File: src/rtl/cache_mem_arbiter_pkg.sv
// ---------------------------------------------------------------------------
// cache_mem_arbiter_pkg
// Shared definitions for the cache/memory arbiter: FSM state encoding,
// default address/line widths and the requester identifiers used by the
// grant logic.
// No ports (package).
// ---------------------------------------------------------------------------
package cache_mem_arbiter_pkg;

  // Block address width (16-byte lines) and cache line width defaults
  localparam int ADDR_W_DEFAULT = 28;
  localparam int LINE_W_DEFAULT = 128;

  // Arbiter FSM states; encoding is fixed so debug tools can decode it
  typedef enum logic [1:0] {
    IDLE    = 2'd0,
    SERVE_I = 2'd1,
    SERVE_D = 2'd2,
    RELEASE = 2'd3
  } arb_state_e;

  // Requester identifiers
  typedef logic req_id_t;
  localparam req_id_t REQ_I = 1'b0;
  localparam req_id_t REQ_D = 1'b1;

endpackage

File: src/rtl/cache_mem_arbiter.sv
// ---------------------------------------------------------------------------
// cache_mem_arbiter
// Shares one line-wide memory port between an I-cache (reads only) and a
// D-cache (reads and writebacks). One transaction at a time; every output is
// registered.
//
// Build option: define CACHE_ARB_RR_EN to switch simultaneous-request
// arbitration from fixed D-over-I priority to round-robin with a 1-bit
// pointer that favours the side not granted last.
//
// Ports
//   clk, rst_n            clock, synchronous active-low reset
//   i_req, i_addr         I-cache line read request / block address
//   i_ready, i_rdata      I completion pulse / refill line (held)
//   d_read, d_write       D-cache read / writeback request (both = write)
//   d_addr, d_wdata       D-cache block address / writeback line
//   d_ready, d_rdata      D completion pulse / refill line (held)
//   mem_read, mem_write   memory strobes, level, held until mem_ready
//   mem_addr, mem_wdata   memory block address / write line
//   mem_rdata, mem_ready  memory read line / one-cycle completion
// ---------------------------------------------------------------------------
module cache_mem_arbiter
  import cache_mem_arbiter_pkg::*;
#(
  parameter int ADDR_W = ADDR_W_DEFAULT,
  parameter int LINE_W = LINE_W_DEFAULT
) (
  input  logic              clk,
  input  logic              rst_n,
  input  logic              i_req,
  input  logic [ADDR_W-1:0] i_addr,
  output logic              i_ready,
  output logic [LINE_W-1:0] i_rdata,
  input  logic              d_read,
  input  logic              d_write,
  input  logic [ADDR_W-1:0] d_addr,
  input  logic [LINE_W-1:0] d_wdata,
  output logic              d_ready,
  output logic [LINE_W-1:0] d_rdata,
  output logic              mem_read,
  output logic              mem_write,
  output logic [ADDR_W-1:0] mem_addr,
  output logic [LINE_W-1:0] mem_wdata,
  input  logic [LINE_W-1:0] mem_rdata,
  input  logic              mem_ready
);

  arb_state_e        state_q, state_d;
  logic              iReady_q, iReady_d;
  logic              dReady_q, dReady_d;
  logic              memRead_q, memRead_d;
  logic              memWrite_q, memWrite_d;
  logic [ADDR_W-1:0] memAddr_q, memAddr_d;
  logic [LINE_W-1:0] memWdata_q, memWdata_d;
  logic [LINE_W-1:0] iRdata_q, iRdata_d;
  logic [LINE_W-1:0] dRdata_q, dRdata_d;
  logic              dReqAny;
  req_id_t           grant;

`ifdef CACHE_ARB_RR_EN
  req_id_t           ptr_q, ptr_d;
`endif

  assign dReqAny = d_read | d_write;

  // Grant selection: which side wins if IDLE sees a request this cycle.
  // A lone requester always wins; on a conflict either D wins outright or
  // the round-robin pointer decides.
  always_comb begin
    grant = REQ_I;
`ifdef CACHE_ARB_RR_EN
    if (dReqAny && (!i_req || ptr_q == REQ_D)) begin
      grant = REQ_D;
    end
`else
    if (dReqAny) begin
      grant = REQ_D;
    end
`endif
  end

  // Next-state and registered-output logic. The winner's address, data and
  // operation are latched on the grant so later requester changes cannot
  // disturb the memory access. Completion drops the strobes and raises the
  // ready pulse on the same edge; RELEASE then gives the requester one
  // cycle to deassert before IDLE arbitrates again.
  always_comb begin
    state_d    = state_q;
    iReady_d   = 1'b0;
    dReady_d   = 1'b0;
    memRead_d  = memRead_q;
    memWrite_d = memWrite_q;
    memAddr_d  = memAddr_q;
    memWdata_d = memWdata_q;
    iRdata_d   = iRdata_q;
    dRdata_d   = dRdata_q;
`ifdef CACHE_ARB_RR_EN
    ptr_d      = ptr_q;
`endif

    case (state_q)
      IDLE: begin
        if (i_req || dReqAny) begin
          if (grant == REQ_D) begin
            state_d    = SERVE_D;
            memAddr_d  = d_addr;
            memWrite_d = d_write;
            memRead_d  = !d_write;
            if (d_write) begin
              memWdata_d = d_wdata;
            end
          end else begin
            state_d    = SERVE_I;
            memAddr_d  = i_addr;
            memRead_d  = 1'b1;
            memWrite_d = 1'b0;
          end
`ifdef CACHE_ARB_RR_EN
          ptr_d = (grant == REQ_D) ? REQ_I : REQ_D;
`endif
        end
      end

      SERVE_I: begin
        if (mem_ready) begin
          iRdata_d   = mem_rdata;
          iReady_d   = 1'b1;
          memRead_d  = 1'b0;
          memWrite_d = 1'b0;
          state_d    = RELEASE;
        end
      end

      SERVE_D: begin
        if (mem_ready) begin
          // A writeback completion must leave the refill line untouched
          if (memRead_q) begin
            dRdata_d = mem_rdata;
          end
          dReady_d   = 1'b1;
          memRead_d  = 1'b0;
          memWrite_d = 1'b0;
          state_d    = RELEASE;
        end
      end

      RELEASE: begin
        state_d = IDLE;
      end

      default: begin
        state_d = IDLE;
      end
    endcase
  end

  // State register; reset abandons any in-flight access so a late
  // mem_ready lands in IDLE and is ignored.
  always_ff @(posedge clk) begin
    if (!rst_n) begin
      state_q    <= IDLE;
      iReady_q   <= 1'b0;
      dReady_q   <= 1'b0;
      memRead_q  <= 1'b0;
      memWrite_q <= 1'b0;
      memAddr_q  <= '0;
      memWdata_q <= '0;
      iRdata_q   <= '0;
      dRdata_q   <= '0;
`ifdef CACHE_ARB_RR_EN
      ptr_q      <= REQ_D;
`endif
    end else begin
      state_q    <= state_d;
      iReady_q   <= iReady_d;
      dReady_q   <= dReady_d;
      memRead_q  <= memRead_d;
      memWrite_q <= memWrite_d;
      memAddr_q  <= memAddr_d;
      memWdata_q <= memWdata_d;
      iRdata_q   <= iRdata_d;
      dRdata_q   <= dRdata_d;
`ifdef CACHE_ARB_RR_EN
      ptr_q      <= ptr_d;
`endif
    end
  end

  assign i_ready   = iReady_q;
  assign i_rdata   = iRdata_q;
  assign d_ready   = dReady_q;
  assign d_rdata   = dRdata_q;
  assign mem_read  = memRead_q;
  assign mem_write = memWrite_q;
  assign mem_addr  = memAddr_q;
  assign mem_wdata = memWdata_q;

endmodule
File: config.mk
export PLATFORM = sky130hd
export DESIGN_NAME = cache_mem_arbiter
export DESIGN_NICKNAME = d
export VERILOG_FILES = /design/src/rtl/cache_mem_arbiter_pkg.sv /design/src/rtl/cache_mem_arbiter.sv
export SDC_FILE = /design/constraint.sdc
export NUM_CORES = 1
export LEC_CHECK = 0
export CORE_AREA = 4 4 280 282
export DETAILED_ROUTE_END_ITERATION = 10
export DIE_AREA = 0 0 284 286
export SYNTH_ARGS = -nofsm -noshare
export SYNTH_HDL_FRONTEND = slang
export SYNTH_SLANG_ARGS = --single-unit
File: constraint.sdc
create_clock -name clk -period 3.55 [get_ports clk]
set_clock_uncertainty 0.15 [all_clocks]
set_input_delay 0.5325 -clock clk [delete_from_list [all_inputs] [get_ports clk]]
set_output_delay 0.5325 -clock clk [all_outputs]
set_load 0.01 [all_outputs]
Yosys cells after proc, flatten, opt, wreduce, memory -nomap -nowiden
Cells that the tools add are included. W data, S select, Z words.

Eq/ne operators: 5. Muxes and demuxes: 14. Bitwise operators: 1. Reduce and logical (&&, ||, !) cells: 13.

Operator list (number): $mux W28 (1); $reduce_and A2 Y1 (5); $mux W1 (7); $mux W2 (3); $pmux W2 S3 (1); $reduce_and A3 Y1 (2); $eq A2 B2 Y1 const B (2); $pmux W1 S2 (2); $reduce_and A4 Y1 (1); $eq A2 B1 Y1 const B (1); $logic_not A2 Y1 (1); $ne A2 B1 Y1 const B (1); $ne A2 B2 Y1 const B (1); $reduce_bool A2 Y1 (1); $reduce_or A2 Y1 (1); $logic_not A1 Y1 (1); $logic_or A1 B1 Y1 (1); $or A1 B1 Y1 (1).

Register bits: 418. Bits of input ports: 318. Output and inout bits: 416. Logic and storage cells: 42.

Depth between registers and ports, before layout
Gate-level depths: netlist (run 1).

Depth in word-level cells: 5. Mapped depth: 7. Depth with buffers taken out: 5.

Least setup slack after synthesis (run 1)
Ideal clock, no wire load.

Path kind: input -> register. Start: input port d_read. End: register memAddr_q[17], in the netlist mem_addr[17]. Setup time: 118 ps. Arrival time: 1370 ps. Data required time: 3282 ps. Setup slack: 1912 ps. Stages: 6. Cells stage by stage: buf_6 > o31a_1 > buf_6 > buf_6 > o21ai_1 > a21oi_1.

Longest elaborated chain between the ends: 3. Elaborated cells between the ends (all ways): 5. Those cells by class: 2 x mux; 1 x bitwise; 2 x reduce/logical.

RTL lines: from (decl) (line cache_mem_arbiter.sv:34) `input logic d_read,`; $or A1 B1 Y1 * (line cache_mem_arbiter.sv:64) `assign dReqAny = d_read | d_write;`; $mux W1 or $logic_or A1 B1 Y1 (tied branches) (line cache_mem_arbiter.sv:76, cache_mem_arbiter.sv:103); $mux W28 or $reduce_and A2 Y1 (tied branches); to (signal assigned) (line cache_mem_arbiter.sv:179) `memAddr_q <= memAddr_d;`; to (decl) (line cache_mem_arbiter.sv:53) `logic [ADDR_W-1:0] memAddr_q, memAddr_d;`.

Every way passes the cells marked *; elsewhere a longest branch is shown, timed or not. A chain may end at the register's enable or synchronous reset.

Worst setup path after layout (run 1)
Start: register memRead_q, in the netlist mem_read. End: output port mem_read.

RTL lines: from (decl) (line cache_mem_arbiter.sv:51) `logic memRead_q, memRead_d;`; from (signal assigned) (line cache_mem_arbiter.sv:177) `memRead_q <= memRead_d;`; to (decl) (line cache_mem_arbiter.sv:40) `output logic mem_read,`.

No word-level cell between the ends.

==> results of run 1 <==
==> synthesized netlist by cell type (all sizes together) <==
| library cell | instances |
|---|---|
| nor2b | 1 |
| clkbuf | 37 |
| a21oi | 412 |
| o2111ai | 1 |
| and2 | 2 |
| inv | 4 |
| nand3 | 1 |
| nor3b | 2 |
| nor2 | 4 |
| nand2 | 772 |
| dfxtp | 418 |
| o32ai | 1 |
| and3 | 2 |
| nor3 | 1 |
| mux2i | 28 |
| buf | 103 |
| o31a | 1 |
| ha | 5 |
| nor4b | 1 |
| a2111oi | 1 |
| o41ai | 1 |
| o211ai | 1 |
| o21ai | 31 |
==> final cells by class <==
cell class	instances	area [um^2]
inverters	4	22.5
clock buffers	73	1460
flip-flops and latches	418	8370
clock inverters	16	240
diodes	1	2.50
multi-input cells	1268	5670
fillers	7948	50700
repair buffers	780	7980
well taps	978	1220
==> per-layer routing <==
metal  global-route usage  part of all wire
met5                    0           0.00021
met4               0.0502             0.032
met3               0.0554             0.095
met2                0.253              0.49
met1                0.158              0.38
==> where the power goes <==
| part | switching, uW | internal [uW] |
|---|---|---|
| Combinational | 2170 | 2030 |
| Sequential | 331 | 5330 |
| Clock | 2060 | 3270 |
| Total | 4560 | 10600 |
==> flip-flops by register name, indices dropped and copies added (netlist names) <==
| name | count |
|---|---|
| mem_read | 1 |
| i_ready | 1 |
| mem_write | 1 |
| d_rdata | 128 |
| state_q | 2 |
| mem_addr | 28 |
| mem_wdata | 128 |
| i_rdata | 128 |
| d_ready | 1 |
==> path summary, 6_finish.rpt <==
path | from | end | cells after the start
min | i_rdata[73]$_SDFFE_PN0P_ | i_rdata[73]$_SDFFE_PN0P_ | 2
min reg2reg | i_rdata[73]$_SDFFE_PN0P_ | i_rdata[73]$_SDFFE_PN0P_ | 2
max | mem_read$_SDFFE_PN0P_ | mem_read | 1
max reg2reg | state_q[0]$_SDFFE_PN0P_ | d_rdata[59]$_SDFFE_PN0P_ | 6
==> logic make-up after synthesis <==
logic type	after synthesis	share of synthesized area
and+or+nand+nor	786	0.203
AOI/OAI and AO/OA	449	0.154
DFF	418	0.566
buffers and inverters	144	0.0539
muxes	28	0.0189
adders and majority gates	5	0.00423
==> stage by stage <==
stage / power, uW / worst slack, ps
finish: 15200 / 1180
global placement: 9980 / 936
floorplan: 7670 / 1910
global route: 16000 / 1110
CTS: 15400 / 1100
detailed placement: 9990 / 858
==> summary.md, run 1 <==
| Metric | Value |
|---|---|
| Status | finished clean |
| Critical Path RT | 2870 ps |
| Area contributors post-synth | dfxtp_1 57%, nand2_1 20%, a21oi_1 14%, buf_2 2.5%, mux2i_1 1.9% |
| Iteration-0 DRC Markers | 651 |
| Setup_tns | 0 ps |
| Period utilisation layout | 0.668 |
| Grt ovf | 0 |
| Gr usage total | 0.144 |
| Number of antenna violations at the first check in global routing | 3 |
| Final hold violations | 0 |
| CTS Root Cell | clkbuf_16 |
| Clock Latency Late Sink | 580 ps |
| Starting Density | 0.195 |
| Hold Crit Class | reg -> reg |
| Worst path max stage delay | 640 ps |
| Layout cell share with drive strength beyond 1 | 0.0531 |
| Final Non-Filler Cells | 3538 |
| Yosys warning count | 0 |
| Area Overhead vs Synth | 68.7% |
| Die H | 286 um |
| Clock sink count | 418 |
| NumNets Final | 2844 |
| First-pass GRT wire length | 91.0 mm |
| Detailed-route wire length | 62.2 mm |
| Largest net degree at the start of global routing | 75 |
| Yosys cell types | 30 |
| CP max stage cell | clkdlybuf4s50_1 |
| Post-route ant nets | 0 |
| DR WL/cell | 17.6 um |
| Most frequent cells in the layout | 770 x nand2_1, 733 x clkdlybuf4s50_1, 418 x dfxtp_1 |
| Seq/Total Area, Yosys | 0.566 |
| Vias in the first global route | 14.4k |
| Cell taking the most area after synthesis | dfxtp_1 |
| RePlAce Congestion | 0.827 |
| Post-Syn Area | 14800 um^2 |
| Die W | 284 um |
| Setup crit end kind | primary output |
| Post-Synthesis Cells | 1830 |
| CTS buffer count | 49 |
| Setup-failing EPs final | 0 |
| Leakage power | 0.00859 uW |
| Fin util | 0.330 |
| FMAX | 0.422 GHz |
| Fin. max-slew vios | 0 |
| Max_slew headroom | 0.580 |
| Detailed-route via count | 14.7k |
| Leading cell type in the layout, fill and taps excluded | nand2_1 |
| Pwr dens | 608 nW/um^2 |
| Fin Hold WS | 300 ps |
| Post-CTS setup buffers | 0 |
| Number of buffers added on ports | 733 |
| Die area | 81200 um^2 |
| I/O pins | 734 |
| Hold-fix buffers, CTS | 0 |
| CORE AREA | 75700 um^2 |
| Setup crit start kind | flop |
| Worst-path cell chain | clkdlybuf4s50_1 |
| Tmin final | 2370 ps |
| RSZ-0062 raised after global routing | no |
| Htree depth | 2 |
| Crit path max fanout | 4 |
| Worst Path Buf+Inv | 1 |
| Cell area after layout | 25000 um^2 |
| Placed cell areas | 23300 um^2 |
| VDD IR-drop max | 0.384 mV |
| Critical Path AT | 1690 ps |
| Cells after DPL | 3448 |
| HPWL after detailed placement | 45.8 mm |
| WS Path Type | reg -> out |
| Post-CTS Resized | 0 |
| CP top delay family | buffers and inverters |
| Reg2Reg Setup Slack | 1490 ps |
| Clk buf depth | 3 |
| Reg clk slew, reported paths | 60 ps |
| TritonRoute pass-1 iters | 6 |
| Worst slew pin tran | 630 ps |
| Share of the synthesized area in the top cell type | 0.566 |
| Via density | 4.17 |
| FF+latch count, synth | 418 |
| DRC violations left | 0 |
| Mapped Avg Cell Area | 8.08 um^2 |
| Max Cap Violations | 0 |
| CTS tree | built |
| Row count | 101 |
| Syn_nets | 2153 |
Power figures use the tool's default switching activity.
==> run 2: changes to the inputs <==
--- a/config.mk
+++ b/config.mk
@@ -5,9 +5,9 @@
 export SDC_FILE = /design/constraint.sdc
 export NUM_CORES = 1
 export LEC_CHECK = 0
-export CORE_AREA = 4 4 280 282
+export CORE_AREA = 4 4 286 288
 export DETAILED_ROUTE_END_ITERATION = 10
-export DIE_AREA = 0 0 284 286
+export DIE_AREA = 0 0 290 292
 export SYNTH_ARGS = -nofsm -noshare
 export SYNTH_HDL_FRONTEND = slang
 export SYNTH_SLANG_ARGS = --single-unit
==> constraint.sdc (replaced) <==
create_clock -name clk -period 2.08 [get_ports clk]
set_clock_uncertainty 0.15 [all_clocks]
set_input_delay 0.312 -clock clk [delete_from_list [all_inputs] [get_ports clk]]
set_output_delay 0.312 -clock clk [all_outputs]
set_load 0.01 [all_outputs]
==> summary.md, run 2 (synthesis gave the netlist of run 1 again) <==
| Metric | Value |
|---|---|
| DR WL/cell | 17.1 um (-2.9%) |
| Max_slew headroom | 0.744 (+0.164) |
| Reg2Reg Setup Slack | 250 ps (-1240 ps) |
| Filler instances | 8375 (+5.4%) |
| Vias in the first global route | 14.8k (+3.3%) |
| Clock sink count | 418 (unchanged) |
| Detailed-route wire length | 62.5 mm (+0.48%) |
| Gr usage total | 0.139 (-0.00497) |
| CORE AREA | 78900 um^2 (+4.2%) |
| Worst reg2reg path endpoint | d_rdata[96]$_SDFFE_PN0P_ |
| Tmin final | 2020 ps |
| DRC violations left | 0 (unchanged) |
| Starting Density | 0.188 (-0.00787) |
| Placed cell areas | 23800 um^2 (+2.3%) |
| Status | finished clean |
| Cells after DPL | 3573 (+3.6%) |
| Crit path max fanout | 2 (-2) |
| Pwr dens | 1010 nW/um^2 (+67%) |
| RSZ-0062 raised after global routing | no |
| Post-CTS setup buffers | 0 (unchanged) |
| Setup crit start kind | flop |
| Htree depth | 2 (unchanged) |
| FF/Latch Area | 8370 um^2 (about the same) |
| Leading cell type in the layout, fill and taps excluded | nand2_1 |
| Placement Setup Slack | -81.6 ps (-939 ps) |
| Clock Latency Late Sink | 560 ps (-20 ps) |
| Hold Crit Class | in -> reg |
| CP max stage cell | clkdlybuf4s50_1 |
| Critical Path AT | 1550 ps (-140 ps) |
| FMAX | 0.496 GHz |
| Most frequent cells in the layout | 770 x nand2_1, 715 x clkdlybuf4s50_1, 417 x dfxtp_1 |
| Final hold violations | 0 (unchanged) |
| Die area | 84700 um^2 (+4.3%) |
| Worst Hold Path EP | mem_wdata[66]$_SDFFE_PN0P_ |
| Largest net degree at the start of global routing | 45 (-40%) |
| CTS tree | built |
| NumNets Final | 2896 (+1.8%) |
| Worst R2R Path Depth | 7 (+1) |
| Leakage power | 0.00892 uW (+3.9%) |
| Worst-path cell chain | clkdlybuf4s50_1 |
| Setup-failing EPs final | 0 (unchanged) |
| Reg2Reg Launch Point | state_q[0]$_SDFFE_PN0P_ |
| RePlAce Congestion | 0.823 (-0.46%) |
| Row count | 103 (+2.0%) |
| First-pass GRT wire length | 91.8 mm (+0.83%) |
| Area of the multi-input gates | 5670 um^2 (unchanged) |
| Fin Hold WS | 131 ps (-169 ps) |
| Via density | 4.07 (-2.3%) |
| Setup crit end kind | primary output |
| Final Non-Filler Cells | 3661 (+3.5%) |
| CTS Root Cell | clkbuf_16 |
| Number of buffers added on ports | 733 (unchanged) |
| Period utilisation layout | 0.969 |
| Worst Path Buf+Inv | 1 (unchanged) |
| Worst path max stage delay | 670 ps (+30 ps) |
| CP top delay family | buffers and inverters |
| Crit path depth | 1 (unchanged) |
| HPWL after detailed placement | 48.1 mm (+4.9%) |
| Diodes inserted | 0 (-1) |
| Die H | 292 um (+2.1%) |
| VDD IR-drop max | 0.775 mV (+100%) |
| Hold path depth | 3 (+1) |
| Max Cap Violations | 0 (unchanged) |
| Clk buf depth | 3 (unchanged) |
| Fin. max-slew vios | 0 (unchanged) |
| Hold Path Origin | d_wdata[66] |
| Die W | 290 um (+2.1%) |
| Post-route ant nets | 0 (unchanged) |
| Area Overhead vs Synth | 71.7% |
| Detailed-route via count | 14.9k (+1.1%) |
| WS Path Type | reg -> out |
| Worst slew pin tran | 375 ps (-255 ps) |
| Grt ovf | 0 (unchanged) |
| Reg clk slew, reported paths | 60 ps (about the same) |
| Number of antenna violations at the first check in global routing | 3 (unchanged) |
| CTS buffer count | 48 (-2.0%) |
| Hold-fix buffers, CTS | 0 (unchanged) |
| Layout cell share with drive strength beyond 1 | 0.0724 (+0.0192) |
| Setup slack after layout | 63.5 ps (-1120 ps) |
| TritonRoute pass-1 iters | 5 (-1) |
| Critical Path RT | 1620 ps (-1250 ps) |
| Iteration-0 DRC Markers | 627 (-3.7%) |
| I/O pins | 734 (unchanged) |
| Cell area after layout | 25400 um^2 (+1.8%) |
[run 2: cell count changes in the layout (fill, tap and decap cells not counted), moves of 2 or more]
cell	change
clkdlybuf4s50_1	-18
bufinv_16	-2
buf_4	+50
buf_12	+3
dlygate4sd2_1	+17
clkinv_2	+2
[run 2: timing repair]
action                     CTS  global route
resized for setup           18             1
pin swaps                    0             0
setup endpoints to repair   17             1
[run 2: layout make-up]
| class | instances | share of cell area |
|---|---|---|
| tap | 1050 | 0.0517 |
| inverter | 4 | 0.000887 |
| timing repair buffer | 833 | 0.331 |
| clock inverter | 16 | 0.00778 |
| multi-input combinational | 1268 | 0.223 |
| sequential | 418 | 0.330 |
| clock buffer | 72 | 0.0565 |
[run 2: per-stage QoR]
stage               utilization  TNS (ps)  power (uW)
global route              0.322         0       27100
detailed placement        0.302     -6760       17400
global placement          0.302      -611       17300
floorplan                     -         0       13100
finish                    0.322         0       25800
CTS                       0.322         0       26200
[run 2: where the power goes]
group | total, uW | switching, uW | internal (uW)
clock network | 8700 | 3450 | 5250
logic | 7430 | 3770 | 3650
registers | 9640 | 551 | 9090
total | 25800 | 7770 | 18000
[run 2: layer usage]
layer / part of all wire / GRT usage
met1: 0.39 / 0.152
met2: 0.49 / 0.245
met3: 0.085 / 0.0488
met4: 0.041 / 0.0559
met5: 0.00018 / 0
[run 2: how the worst max path moves through the flow]
stage	from	to	slack, ps
after floorplan	state_q[1]$_SDFFE_PN0P_	state_q[0]$_SDFFE_PN0P_	470
after global placement	mem_ready	d_rdata[24]$_SDFFE_PN0P_	-30
after detailed placement	mem_ready	d_rdata[16]$_SDFFE_PN0P_	-80
after CTS	mem_wdata[94]$_SDFFE_PN0P_	mem_wdata[94]	1
after global routing	mem_wdata[54]$_SDFFE_PN0P_	mem_wdata[54]	9
final	mem_wdata[91]$_SDFFE_PN0P_	mem_wdata[91]	60
==> run 3: changes to the inputs <==
==> constraint.sdc (replaced) <==
create_clock -name clk -period 1.6 [get_ports clk]
set_clock_uncertainty 0.15 [all_clocks]
set_input_delay 0.24 -clock clk [delete_from_list [all_inputs] [get_ports clk]]
set_output_delay 0.24 -clock clk [all_outputs]
set_load 0.01 [all_outputs]
==> summary.md, run 3 (synthesis gave the netlist of run 1 again) <==
| Metric | Value |
|---|---|
| Status | complete, but fails checks |
| Failing checks | setup timing |
| WS Path Type | reg -> reg |
| Gr usage total | 0.151 (+0.0123) |
| CTS Root Cell | clkbuf_16 |
| Die W | 290 um (unchanged) |
| Crit path max fanout | 8 (+6) |
| Reg clk slew, reported paths | 60 ps (about the same) |
| HPWL after detailed placement | 48.5 mm (+0.88%) |
| Pwr dens | 1320 nW/um^2 (+30%) |
| Row count | 103 (unchanged) |
| VDD IR-drop max | 1.03 mV (+33%) |
| Post-route ant nets | 0 (unchanged) |
| Detailed-route via count | 15.9k (+6.6%) |
| Placed cell areas | 24200 um^2 (+1.8%) |
| Layout cell share with drive strength beyond 1 | 0.314 (+0.242) |
| Met1 Use GR | 0.173 (+0.0213) |
| Number of antenna violations at the first check in global routing | 2 (-1) |
| Die area | 84700 um^2 (unchanged) |
| Setup slack after layout | -87.0 ps (-150 ps) |
| GRT busiest layer | met2 |
| Grt ovf | 0 (unchanged) |
| NumNets Final | 3027 (+4.5%) |
| I/O pins | 734 (unchanged) |
| CORE AREA | 78900 um^2 (unchanged) |
| DR WL/cell | 18.6 um (+9.0%) |
| Tmin final | 1690 ps |
| Cell area after layout | 28300 um^2 (+11%) |
| TritonRoute pass-1 iters | 4 (-1) |
| Detailed-route wire length | 70.6 mm (+13%) |
| M3 GR Usage | 0.0446 (-0.00426) |
| Placement Setup Slack | -394 ps (-312 ps) |
| Iteration-0 DRC Markers | 606 (-3.3%) |
| Critical Path AT | 2060 ps (+510 ps) |
| Number of buffers added on ports | 733 (unchanged) |
| CTS tree | built |
| Starting Density | 0.188 (unchanged) |
| Clock sink count | 418 (unchanged) |
| Die H | 292 um (unchanged) |
| Largest net degree at the start of global routing | 44 (-2.2%) |
| Max Cap Violations | 0 (unchanged) |
| Fin. max-slew vios | 0 (unchanged) |
| Clk buf depth | 3 (unchanged) |
| Critical Path RT | 1970 ps (+350 ps) |
| Most frequent cells in the layout | 678 x nand2_1, 386 x dfxtp_1, 317 x clkdlybuf4s50_1 |
| Worst slew pin tran | 291 ps (-83.7 ps) |
| Max_slew headroom | 0.801 (+0.0567) |
| Hold Crit Class | in -> reg |
| First-pass GRT wire length | 99.6 mm (+8.5%) |
| Period utilisation layout | 1.05 |
| Setup crit end kind | flop |
| Met2 usage | 0.269 (+0.0239) |
| Via density | 4.19 (+2.9%) |
| Setup-failing EPs final | 223 (+223) |
| CTS buffer count | 48 (unchanged) |
| Vias in the first global route | 15.9k (+6.9%) |
| FMAX | 0.593 GHz |
| Clock Latency Late Sink | 570 ps (about the same) |
| Leading cell type in the layout, fill and taps excluded | nand2_1 |
| Setup crit start kind | flop |
| Leakage power | 0.0107 uW (+20%) |
| Final hold violations | 0 (unchanged) |
| Htree depth | 2 (unchanged) |
| Area Overhead vs Synth | 91.4% |
| RSZ-0062 raised after global routing | yes |
| RePlAce Congestion | 0.834 (+1.4%) |
| DRC violations left | 0 (unchanged) |
run 3: per-stage QoR:
stage | util | TNS, ps | hold WS, ps | cells | total power [uW]
global route | 0.359 | -37110 | 21.9 | 3791 | 39200
detailed placement | 0.307 | -108070 | 295 | 3619 | 23000
floorplan | - | 0 | 226 | 1830 | 17000
finish | 0.359 | -7560 | 47.7 | 3793 | 37400
global placement | 0.307 | -98900 | 289 | 3619 | 22900
CTS | 0.342 | -6840 | 0.503 | 3775 | 36000
run 3: metal layers:
layer / wire, um / part of all wire / vias up
met5: 0 / 0 / -
met4: 2490 / 0.035 / 0
met3: 5100 / 0.072 / 121
met2: 35400 / 0.50 / 580
met1: 27600 / 0.39 / 7466
li1: - / - / 7718
run 3: worst paths after layout:
| kind | depth (start not counted) | slack [ps] | end | from |
|---|---|---|---|---|
| min | 3 | 50 | mem_wdata[29]$_SDFFE_PN0P_ | d_wdata[29] |
| min reg2reg | 2 | 300 | mem_wdata[90]$_SDFFE_PN0P_ | mem_wdata[90]$_SDFFE_PN0P_ |
| max | 9 | -90 | mem_wdata[61]$_SDFFE_PN0P_ | state_q[1]$_SDFFE_PN0P_ |
| max reg2reg | 9 | -90 | mem_wdata[61]$_SDFFE_PN0P_ | state_q[1]$_SDFFE_PN0P_ |
run 3: what timing repair did:
item	CTS	global route
resized for setup	1435	277
hold endpoints to repair	9	0
setup buffers	38	5
setup endpoints to repair	812	551
hold buffers	9	0
pin swaps	80	107
gates cloned	23	15
run 3: report_power, final:
group          internal (uW)  switching, uW  total (uW)
sequential             11800            852       12700
combinational           7070           6650       13700
clock                   6420           4590       11000
total                  25300          12100       37400
run 3: worst max-delay path: stages, from the launching register on:
cell and delay, ps:
dfxtp_4 380, inv_4 50, buf_6 110, ha_4 160, buf_6 130, nand2_8 150, buf_12 150, buf_16 160
nand2_4 50, a21oi_2 120
run 3: area by class of cell:
cell class	instances	area, um^2
fill	7959	50600
timing repair buffer	963	10300
sequential	418	8420
multi-input combinational	1269	6700
clock buffer	72	1410
tap	1050	1310
clock inverter	15	158
inverter	4	27.5
antenna	2	5.00
